--- config.mk ---
export PLATFORM = sky130hd
export DESIGN_NAME = fir_sample_buffer
export DESIGN_NICKNAME = d
export VERILOG_FILES = /design/src/rtl/fir_pkg.sv /design/src/rtl/fir_sample_buffer_circular_sample_ram.sv /design/src/rtl/fir_sample_buffer.sv
export SDC_FILE = /design/constraint.sdc
export NUM_CORES = 2
export LEC_CHECK = 0
export ABC_AREA = 1
export CAP_MARGIN = 5
export CORE_MARGIN = 4
export CORE_UTILIZATION = 49
export CTS_CLUSTER_DIAMETER = 60
export DETAILED_ROUTE_END_ITERATION = 8
export PLACE_DENSITY = 0.67
export SYNTH_ARGS = -nofsm -noshare
export SYNTH_HDL_FRONTEND = slang
export SYNTH_SLANG_ARGS = --single-unit
--- constraint.sdc ---
create_clock -name clk -period 70.8 [get_ports clk]
set_input_delay 14.16 -clock clk [delete_from_list [all_inputs] [get_ports clk]]
set_output_delay 14.16 -clock clk [all_outputs]
set_load 0.01 [all_outputs]
--- src/rtl/fir_pkg.sv ---
// fir_pkg: shared types, widths and address arithmetic for fir_sample_buffer.
//   state_t      - sequencer state (IDLE, SEQ)
//   COUNTER_BITS - tap index / address width for the default depth
//   CH_BITS      - channel select width for the default channel count
//   counter_bits, ch_bits - the same widths for any depth / channel count
//   wrap_sub     - circular address of the sample k steps older than head
package fir_pkg;

  typedef enum logic {
    IDLE = 1'b0,
    SEQ  = 1'b1
  } state_t;

  localparam int DEF_TAPS     = 64;
  localparam int DEF_CHANNELS = 2;
  localparam int COUNTER_BITS = $clog2(DEF_TAPS);
  localparam int CH_BITS      = (DEF_CHANNELS > 1) ? $clog2(DEF_CHANNELS) : 1;

  function automatic int counter_bits(input int n);
    return $clog2(n);
  endfunction

  function automatic int ch_bits(input int c);
    return (c > 1) ? $clog2(c) : 1;
  endfunction

  // Exact for any depth n: never relies on power-of-two wrap-around.
  function automatic int wrap_sub(input int head, input int k, input int n);
    return (head >= k) ? (head - k) : (head + n - k);
  endfunction

endpackage

--- src/rtl/fir_sample_buffer_circular_sample_ram.sv ---
// circular_sample_ram: one channel's delay-line history.
//   clk, rst         - clock, asynchronous active-high reset (clears contents)
//   i_clear          - synchronous clear of all entries (wins over a write)
//   i_we/i_waddr/i_wdata - single write port
//   i_raddr_a/o_rdata_a  - asynchronous read port A
//   i_raddr_b/o_rdata_b  - asynchronous read port B
module circular_sample_ram #(
  parameter int DATA_BITS = 16,
  parameter int DEPTH     = 64,
  parameter int ADDR_BITS = 6
) (
  input  logic                        clk,
  input  logic                        rst,
  input  logic                        i_clear,
  input  logic                        i_we,
  input  logic [ADDR_BITS-1:0]        i_waddr,
  input  logic signed [DATA_BITS-1:0] i_wdata,
  input  logic [ADDR_BITS-1:0]        i_raddr_a,
  output logic signed [DATA_BITS-1:0] o_rdata_a,
  input  logic [ADDR_BITS-1:0]        i_raddr_b,
  output logic signed [DATA_BITS-1:0] o_rdata_b
);

  logic signed [DATA_BITS-1:0] r_mem [DEPTH];

  // NOTE: this store is reset and cleared as a whole, which rules out a RAM
  // macro; a one-cycle history clear needs every entry to be a flop.
  always_ff @(posedge clk or posedge rst) begin
    if (rst) begin
      for (int i = 0; i < DEPTH; i++) r_mem[i] <= '0;
    end else if (i_clear) begin
      for (int i = 0; i < DEPTH; i++) r_mem[i] <= '0;
    end else if (i_we) begin
      r_mem[i_waddr] <= i_wdata;
    end
  end

  // Addresses are always below DEPTH: they come from the wrapped head/tap math.
  assign o_rdata_a = r_mem[i_raddr_a];
  assign o_rdata_b = r_mem[i_raddr_b];

endmodule

--- src/rtl/fir_sample_buffer.sv ---
// fir_sample_buffer: multi-channel circular sample store and tap sequencer.
// Each accepted sample is written once into its channel's circular buffer;
// the block then streams that channel's history, newest first, to the MAC.
//   clk, rst (async, active-high), flush (sync clear of all histories)
//   in_valid/in_ready/in_channel/in_data      - sample input handshake
//   tap_valid/tap_ready/tap_channel/tap_index - tap beat handshake
//   tap_last, tap_data = x[n-k]
//   tap_data_mirror = x[n-(N-1-k)] (only with FIR_SAMPLE_BUFFER_SYMMETRIC_EN)
// Build option FIR_SAMPLE_BUFFER_SYMMETRIC_EN: symmetric-coefficient fold mode,
// N must be even and the sequence covers k = 0..N/2-1.
// in_channel must be below NUM_CHANNELS.
module fir_sample_buffer
  import fir_pkg::*;
#(
  parameter int DATA_BITS      = 16,
  parameter int NUMBER_OF_TAPS = DEF_TAPS,
  parameter int NUM_CHANNELS   = DEF_CHANNELS
) (
  input  logic                                   clk,
  input  logic                                   rst,
  input  logic                                   flush,
  input  logic                                   in_valid,
  output logic                                   in_ready,
  input  logic [ch_bits(NUM_CHANNELS)-1:0]       in_channel,
  input  logic signed [DATA_BITS-1:0]            in_data,
  output logic                                   tap_valid,
  input  logic                                   tap_ready,
  output logic [ch_bits(NUM_CHANNELS)-1:0]       tap_channel,
  output logic [counter_bits(NUMBER_OF_TAPS)-1:0] tap_index,
  output logic                                   tap_last,
  output logic signed [DATA_BITS-1:0]            tap_data
`ifdef FIR_SAMPLE_BUFFER_SYMMETRIC_EN
  ,
  output logic signed [DATA_BITS-1:0]            tap_data_mirror
`endif
);

  localparam int KW = counter_bits(NUMBER_OF_TAPS);
  localparam int CW = ch_bits(NUM_CHANNELS);

`ifdef FIR_SAMPLE_BUFFER_SYMMETRIC_EN
  if (NUMBER_OF_TAPS % 2 != 0) begin : g_odd_taps
    $error("fir_sample_buffer: symmetric fold mode needs an even NUMBER_OF_TAPS");
  end
  localparam int K_LAST = NUMBER_OF_TAPS / 2 - 1;
`else
  localparam int K_LAST = NUMBER_OF_TAPS - 1;
`endif

  localparam logic [KW-1:0] HEAD_MAX = KW'(NUMBER_OF_TAPS - 1);
  localparam logic [KW-1:0] K_END    = KW'(K_LAST);

  state_t          r_state;
  logic [CW-1:0]   r_ch;
  logic [KW-1:0]   r_k;
  logic [KW-1:0]   r_head [NUM_CHANNELS];

  logic [KW-1:0]   w_next_head;
  logic [KW-1:0]   w_addr_a;
  logic            w_accept;

  assign w_accept    = in_valid && (r_state == IDLE);
  assign w_next_head = (r_head[in_channel] == HEAD_MAX) ? '0 : r_head[in_channel] + 1'b1;
  assign w_addr_a    = KW'(wrap_sub(int'(r_head[r_ch]), int'(r_k), NUMBER_OF_TAPS));

  // NOTE: state uses non-blocking assignments only, so every register samples
  // the pre-edge values regardless of statement order.
  always_ff @(posedge clk or posedge rst) begin
    if (rst) begin
      r_state <= IDLE;
      r_ch    <= '0;
      r_k     <= '0;
      for (int c = 0; c < NUM_CHANNELS; c++) r_head[c] <= '0;
    end else if (flush) begin
      // Aborts any sequence and drops a same-cycle accept.
      r_state <= IDLE;
      r_ch    <= '0;
      r_k     <= '0;
      for (int c = 0; c < NUM_CHANNELS; c++) r_head[c] <= '0;
    end else begin
      case (r_state)
        IDLE: begin
          if (in_valid) begin
            r_head[in_channel] <= w_next_head;
            r_ch               <= in_channel;
            r_k                <= '0;
            r_state            <= SEQ;
          end
        end
        SEQ: begin
          if (tap_ready) begin
            if (r_k == K_END) begin
              r_k     <= '0;
              r_state <= IDLE;
            end else begin
              r_k <= r_k + 1'b1;
            end
          end
        end
        default: r_state <= IDLE;
      endcase
    end
  end

  logic signed [DATA_BITS-1:0] w_rd_a [NUM_CHANNELS];
`ifdef FIR_SAMPLE_BUFFER_SYMMETRIC_EN
  logic signed [DATA_BITS-1:0] w_rd_b [NUM_CHANNELS];
  logic [KW-1:0]               w_addr_b;
  assign w_addr_b = KW'(wrap_sub(int'(r_head[r_ch]), NUMBER_OF_TAPS - 1 - int'(r_k),
                                 NUMBER_OF_TAPS));
`else
  logic signed [DATA_BITS-1:0] w_unused_rd_b [NUM_CHANNELS];
`endif

  // All channels see the same read address; the active channel's output is muxed.
  for (genvar g = 0; g < NUM_CHANNELS; g++) begin : g_chan
    circular_sample_ram #(
      .DATA_BITS(DATA_BITS),
      .DEPTH    (NUMBER_OF_TAPS),
      .ADDR_BITS(KW)
    ) u_ram (
      .clk      (clk),
      .rst      (rst),
      .i_clear  (flush),
      .i_we     (w_accept && (in_channel == CW'(g))),
      .i_waddr  (w_next_head),
      .i_wdata  (in_data),
      .i_raddr_a(w_addr_a),
      .o_rdata_a(w_rd_a[g]),
`ifdef FIR_SAMPLE_BUFFER_SYMMETRIC_EN
      .i_raddr_b(w_addr_b),
      .o_rdata_b(w_rd_b[g])
`else
      .i_raddr_b(w_addr_a),
      .o_rdata_b(w_unused_rd_b[g])
`endif
    );
  end

  assign in_ready    = (r_state == IDLE);
  assign tap_valid   = (r_state == SEQ);
  assign tap_last    = (r_state == SEQ) && (r_k == K_END);
  assign tap_index   = r_k;
  assign tap_channel = r_ch;
  assign tap_data    = w_rd_a[r_ch];
`ifdef FIR_SAMPLE_BUFFER_SYMMETRIC_EN
  assign tap_data_mirror = w_rd_b[r_ch];
`endif

endmodule

* Yosys cells after proc, flatten, opt, wreduce, memory -nomap -nowiden
Index checks and enable logic that the tools add are counted.
** Word-level totals
- Output and inout bits :: 26
- Bits of input ports :: 22
- RAM bits :: 0
- Latch bits :: 0
- Register bits after elaboration :: 2068
- Memories :: 0
- Memory bits (read-only) :: 0
** Operators by class
- Eq/ne operators :: 5
- $add $sub $neg :: 5
- Order comparisons :: 7
- Div/mod/pow operators :: 0
- Reductions and logical operators :: 11
- Bitwise operators :: 6
- Multipliers :: 0
- Muxes and demuxes :: 44
- Shift-type cells :: 0
** Operators with widths (count)
- 2-to-1 mux 1024 bit :: 4
- bitwise mux 1024 bit :: 2
- binary-select mux 16 bit (select 6 bit) :: 2
- 2-to-1 mux 16 bit :: 8
- demux 16 bit (select 6 bit) :: 1
- 2-to-1 mux 6 bit :: 13
- 2-to-1 mux 12 bit :: 3
- adder 6 x 1 -> 6 bit (second input constant) :: 3
- greater-or-equal comparator 7 bit (second input constant) :: 2
- inverter 6 -> 7 bit :: 2
- bitwise mux 12 bit :: 1
- == test 6 bit (second input constant) :: 2
- case mux 6 bit (2 select lines) :: 1
- subtractor 6 bit :: 2
- less-than comparator 7 x 1 -> 1 bit (second input constant) :: 1
- 2-to-1 mux 1 bit :: 7
- demux 6 bit (select 1 bit) :: 1
- greater-or-equal comparator 6 bit :: 1
- logical AND 1 bit :: 6
- inequality test 3 bit (second input constant) :: 2
- nonzero test 2 bit :: 3
- greater-or-equal comparator 2 bit (second input constant) :: 2
- inverter 1 -> 2 bit :: 2
- AND reduction 2 bit :: 2
- other kinds (4) :: 5

* Depth between registers and ports, before layout
- Depth after elaboration :: 14
- Gate-level depth with buffers :: 20

* By module
Synthesis repeated with hierarchy kept, for this count alone.
** Second synthesis, totals
- Cell total of the unflattened synthesis :: 16984
- Area, all modules :: 117923.1 sq um
** Modules (own cells, without submodules)
- circular_sample_ram :: cells each 8363, instances 2, seq. area each 25624.6 sq um, area an instance 58117.0 sq um
- fir_sample_buffer :: cells each 258, instances 1, seq. area each 500.5 sq um, area an instance 1689.1 sq um

* Worst setup path before layout
OpenSTA, ideal clock, no wires.
- Kind :: reg-to-output
- Start :: register r_ch, in the netlist tap_channel
- End :: output tap_data[13]
- Cell stages (with the launch flop) :: 18
- Data arrival time :: 3.188 ns
- Required time :: 56.640 ns
- Slack :: 53.452 ns
- Path through :: dfrtp_1 clkbuf_1 clkbuf_1 o21ai_0 ha_1 inv_1 fa_1 clkbuf_1 clkbuf_1 buf_1 o21ai_0 o22ai_1 nand2_1 nand3_1 nand3_1 nand3_1 nand3_1 nand2_1
** On the way
- Cells in the longest elaborated chain, start to end :: 14
** RTL lines
- start, declared :: RTL line fir_sample_buffer.sv:54 : logic [CW-1:0] r_ch;
- start signal, assigned :: RTL line fir_sample_buffer.sv:85 : r_ch <= in_channel;
- inverter 1 -> 2 bit (implied by the code) * :: RTL line fir_sample_buffer.sv:64, fir_sample_buffer.sv:145
- 2-to-1 mux 6 bit (implied by the code) (3 in a row) :: RTL line fir_sample_buffer.sv:64 : assign w_addr_a = KW'(wrap_sub(int'(r_head[r_ch]), int'(r_k), NUMBER_OF_TAPS));
- adder 6 x 1 -> 6 bit :: RTL line fir_pkg.sv:29 : return (head >= k) ? (head - k) : (head + n - k);
- subtractor 6 bit :: RTL line fir_pkg.sv:29
- 2-to-1 mux 6 bit :: RTL line fir_pkg.sv:29
- inverter 6 -> 7 bit (implied by the code) :: RTL line fir_sample_buffer_circular_sample_ram.sv:39 : assign o_rdata_a = r_mem[i_raddr_a];
- binary-select mux 16 bit (select 6 bit) :: RTL line fir_sample_buffer_circular_sample_ram.sv:39
- 2-to-1 mux 16 bit (implied by the code) (2 in a row) :: RTL line fir_sample_buffer_circular_sample_ram.sv:39
- 2-to-1 mux 16 bit (implied by the code) * (3 in a row) :: RTL line fir_sample_buffer.sv:145 : assign tap_data = w_rd_a[r_ch];
- end, declared :: RTL line fir_sample_buffer.sv:31 : output logic signed [DATA_BITS-1:0] tap_data
Mark *: on every way between the ends. The rest lies on a longest branch, timed or not. The select of a mux whose other input is x is not followed.

* Worst setup path after layout
- Start :: register r_ch, in the netlist tap_channel
- End :: output tap_data[8]
Same word-level chain as after synthesis.

==> reports/metrics.cfg <==
[run_status]
status = complete, no violations

[floorplan]
die_y_um = 469
core_area_sq_um = 212000
start_util = 0.492
die_area_sq_um = 220000
die_w_um = 469
io_pins = 48
num_rows = 169

[cts]
root_buffer = clkbuf_16
cts_tree = yes
cts_made_buffers = 226
postCtsSetupRepairBufs = 0
cts_resized = 0
clk_pin_slew_ps = 60
htreeDepth = 4
cts_hold_buf = 0
clk_path_buf_depth = 3
clock-sinks = 2068
clkLatencyLatePin_ps = 950

[route]
vias = 101000
initialDrtViolationCount = 13900
firstDrtPassIters = 9
route.detailed.drc = 0
viasPerCell = 5.82
ant_nets = 0
routed_wl_mm = 408
drt-wirelength-per-cell_um = 23.5

[critical_path]
critPathArrivalTime_ps = 8560
worst_setup_path_start_kind = flip-flop
reg2reg_slack_ps = 65820
r2r-start = r_head[1]$_DFFE_PP0P_
crit_type = reg2out
required_ps = 56640
end_kind = output pin
crit_fanout = 73
crit_start = tap_channel$_DFFE_PP0P_

[synthesis]
avgSynthCellArea_sq_um = 6.99
syn_inst = 14900
synth_fp_nets = 15000
ys.warnings.count = 0
yosys_register_bits = 2068
syn_area_sq_um = 104000
synth_seq_area_share = 0.496
ys_types = 39

[placement]
portBuffers = 47
place_inst = 16900
place.detailed.hpwl_mm = 238
routabilityCongestion = 0.958

[pwr]
powerDensity_nw_per_um2 = 26.8
ir_drop_v = 0.0000247
power_mw = 3.04
combPwrFrac = 0.192
p_switching_uw = 990
switching_share = 0.325
seq_power_share = 0.391
cellLeakagePower_nw = 61.7
clkPwrFrac = 0.417
internal_power_mw = 2.05

[final_layout]
fin_util = 0.536
fillerInstances = 20700
finalNonFillerCells = 17300
area_growth_pct = 9.00
drive_gt1_frac = 0.0473
final_common_cell = nand2_1
mostFrequentLayoutCells = nand2_1 (6786), nor2_1 (2558), dfrtp_1 (2068)
fin_nets = 14300

[global_routing]
grt_max_degree = 188
grt_use_total = 0.361
grt_pass1_vias = 92200
grt_antenna_before_repair = 16
grt_first_pass_wirelength_mm = 609
overflow = 0

[sta]
fin_tns_setup_ps = 0
relSlewSlack = 0.169
finalHoldViolCount = 0
max_freq_ghz = 0.0440
finClkSkew_ps = 43.3
finalSetupViolCount = 0
fin_crit_ps = 22720
slew_violations = 0
fin_crit_sh = 0.321
rsz0062_at_grt = false
tightest_slew_ps = 1250

[hold_path]
hold_start = g_chan[1].u_ram.r_mem[819]$_DFFE_PP0P_
min_path_type = reg2reg

[run]
max-cap-violations = 0

==> power groups by stage <==
stage          registers, mW  clock network, mW  logic [mW]
3_3_place_gp            1.21                  0       0.560
5_1_grt                 1.19               1.32       0.613
4_1_cts                 1.19               1.27       0.561
2_1_floorplan           1.22                  0       0.324
6_report                1.19               1.27       0.585
3_5_place_dp            1.21                  0       0.559
==> cell usage after synthesis (all sizes together) <==
cell type,count,area [sq um]
o221ai,1,8.76
dfrtp,2068,51700
a21oi,12,105
o21a,1,7.51
inv,134,505
o21ai,1089,5450
o22ai,44,275
nand3,924,4660
clkbuf,754,2830
xor2,3,26.3
buf,288,1450
o211ai,64,480
nand3b,1,7.51
ha,7,87.6
nor3,13,123
nand2,6830,25700
nand4,113,1030
clkinv,6,22.5
nor2,2567,9720
fa,1,20.0
xnor2,1,8.76
==> cells by family (layout without fill, tap and decap cells) <==
group	Yosys count	count (layout)	synth area share
fa+ha+maj	8	8	0.00103
buf+inv	1182	774	0.0461
compound gates	1211	1211	0.0607
other cells	0	10	0
xor+xnor	4	4	0.000336
flops	2068	2068	0.496
simple gates	10400	10400	0.396
==> through the flow <==
stage / setup slack (ps) / instance area, sq um / hold WS (ps)
after floorplan: 27920 / 104000 / 437
after detailed placement: 49160 / 106000 / 453
after global placement: 49200 / 106000 / 447
final: 48080 / 114000 / 463
after CTS: 48210 / 114000 / 467
after global routing: 47830 / 114000 / 475
==> worst paths after layout <==
path                                                     endpoint  cells past startpoint
max                                                   tap_data[8]                     18
min                        g_chan[1].u_ram.r_mem[819]$_DFFE_PP0P_                      2
max reg2reg                g_chan[0].u_ram.r_mem[398]$_DFFE_PP0P_                     13
min reg2reg                g_chan[1].u_ram.r_mem[819]$_DFFE_PP0P_                      2
max in group asynchronous   g_chan[1].u_ram.r_mem[53]$_DFFE_PP0P_                      7
min in group asynchronous  g_chan[1].u_ram.r_mem[824]$_DFFE_PP0P_                      2
==> registers in the layout (all words and copies together), names as in the netlist <==
name                cells
g_chan.u_ram.r_mem   2048
r_head                 12
tap_channel             1
tap_index               6
tap_valid               1
==> final cells by class <==
type	count	area (sq um)	area share
timing repair buffer	211	1900	0.0167
clock buffer	337	6820	0.0600
tap	2821	3530	0.0311
antenna	10	25.0	0.000220
sequential	2068	51700	0.455
multi-input combinational	11700	48000	0.422
inverter	140	564	0.00496
clock inverter	86	1110	0.00976
==> critical path: stages (launching register included) <==
cell	delay (ps)
dfrtp_1	470
o21ai_0	320
ha_4	170
inv_1	70
fa_4	1440
buf_4	680
buf_4	890
buf_4	680
buf_4	560
nor2_1	90
o21ai_0	90
nand2_1	80
nand2_1	60
nand3_1	220
nand3_1	230
nand3_1	320
nand3_1	180
nand2_1	270
clkdlybuf4s50_1	570
==> routing by layer <==
| layer | GRT usage | share of wire | up-vias |
|---|---|---|---|
| met5 | 0 | 0.00021 | - |
| met4 | 0.214 | 0.068 | 12 |
| met3 | 0.107 | 0.13 | 1195 |
| met2 | 0.505 | 0.41 | 6006 |
| met1 | 0.494 | 0.39 | 48300 |
| li1 | - | - | 45500 |
Note: power is estimated with default switching activity, not from simulation.
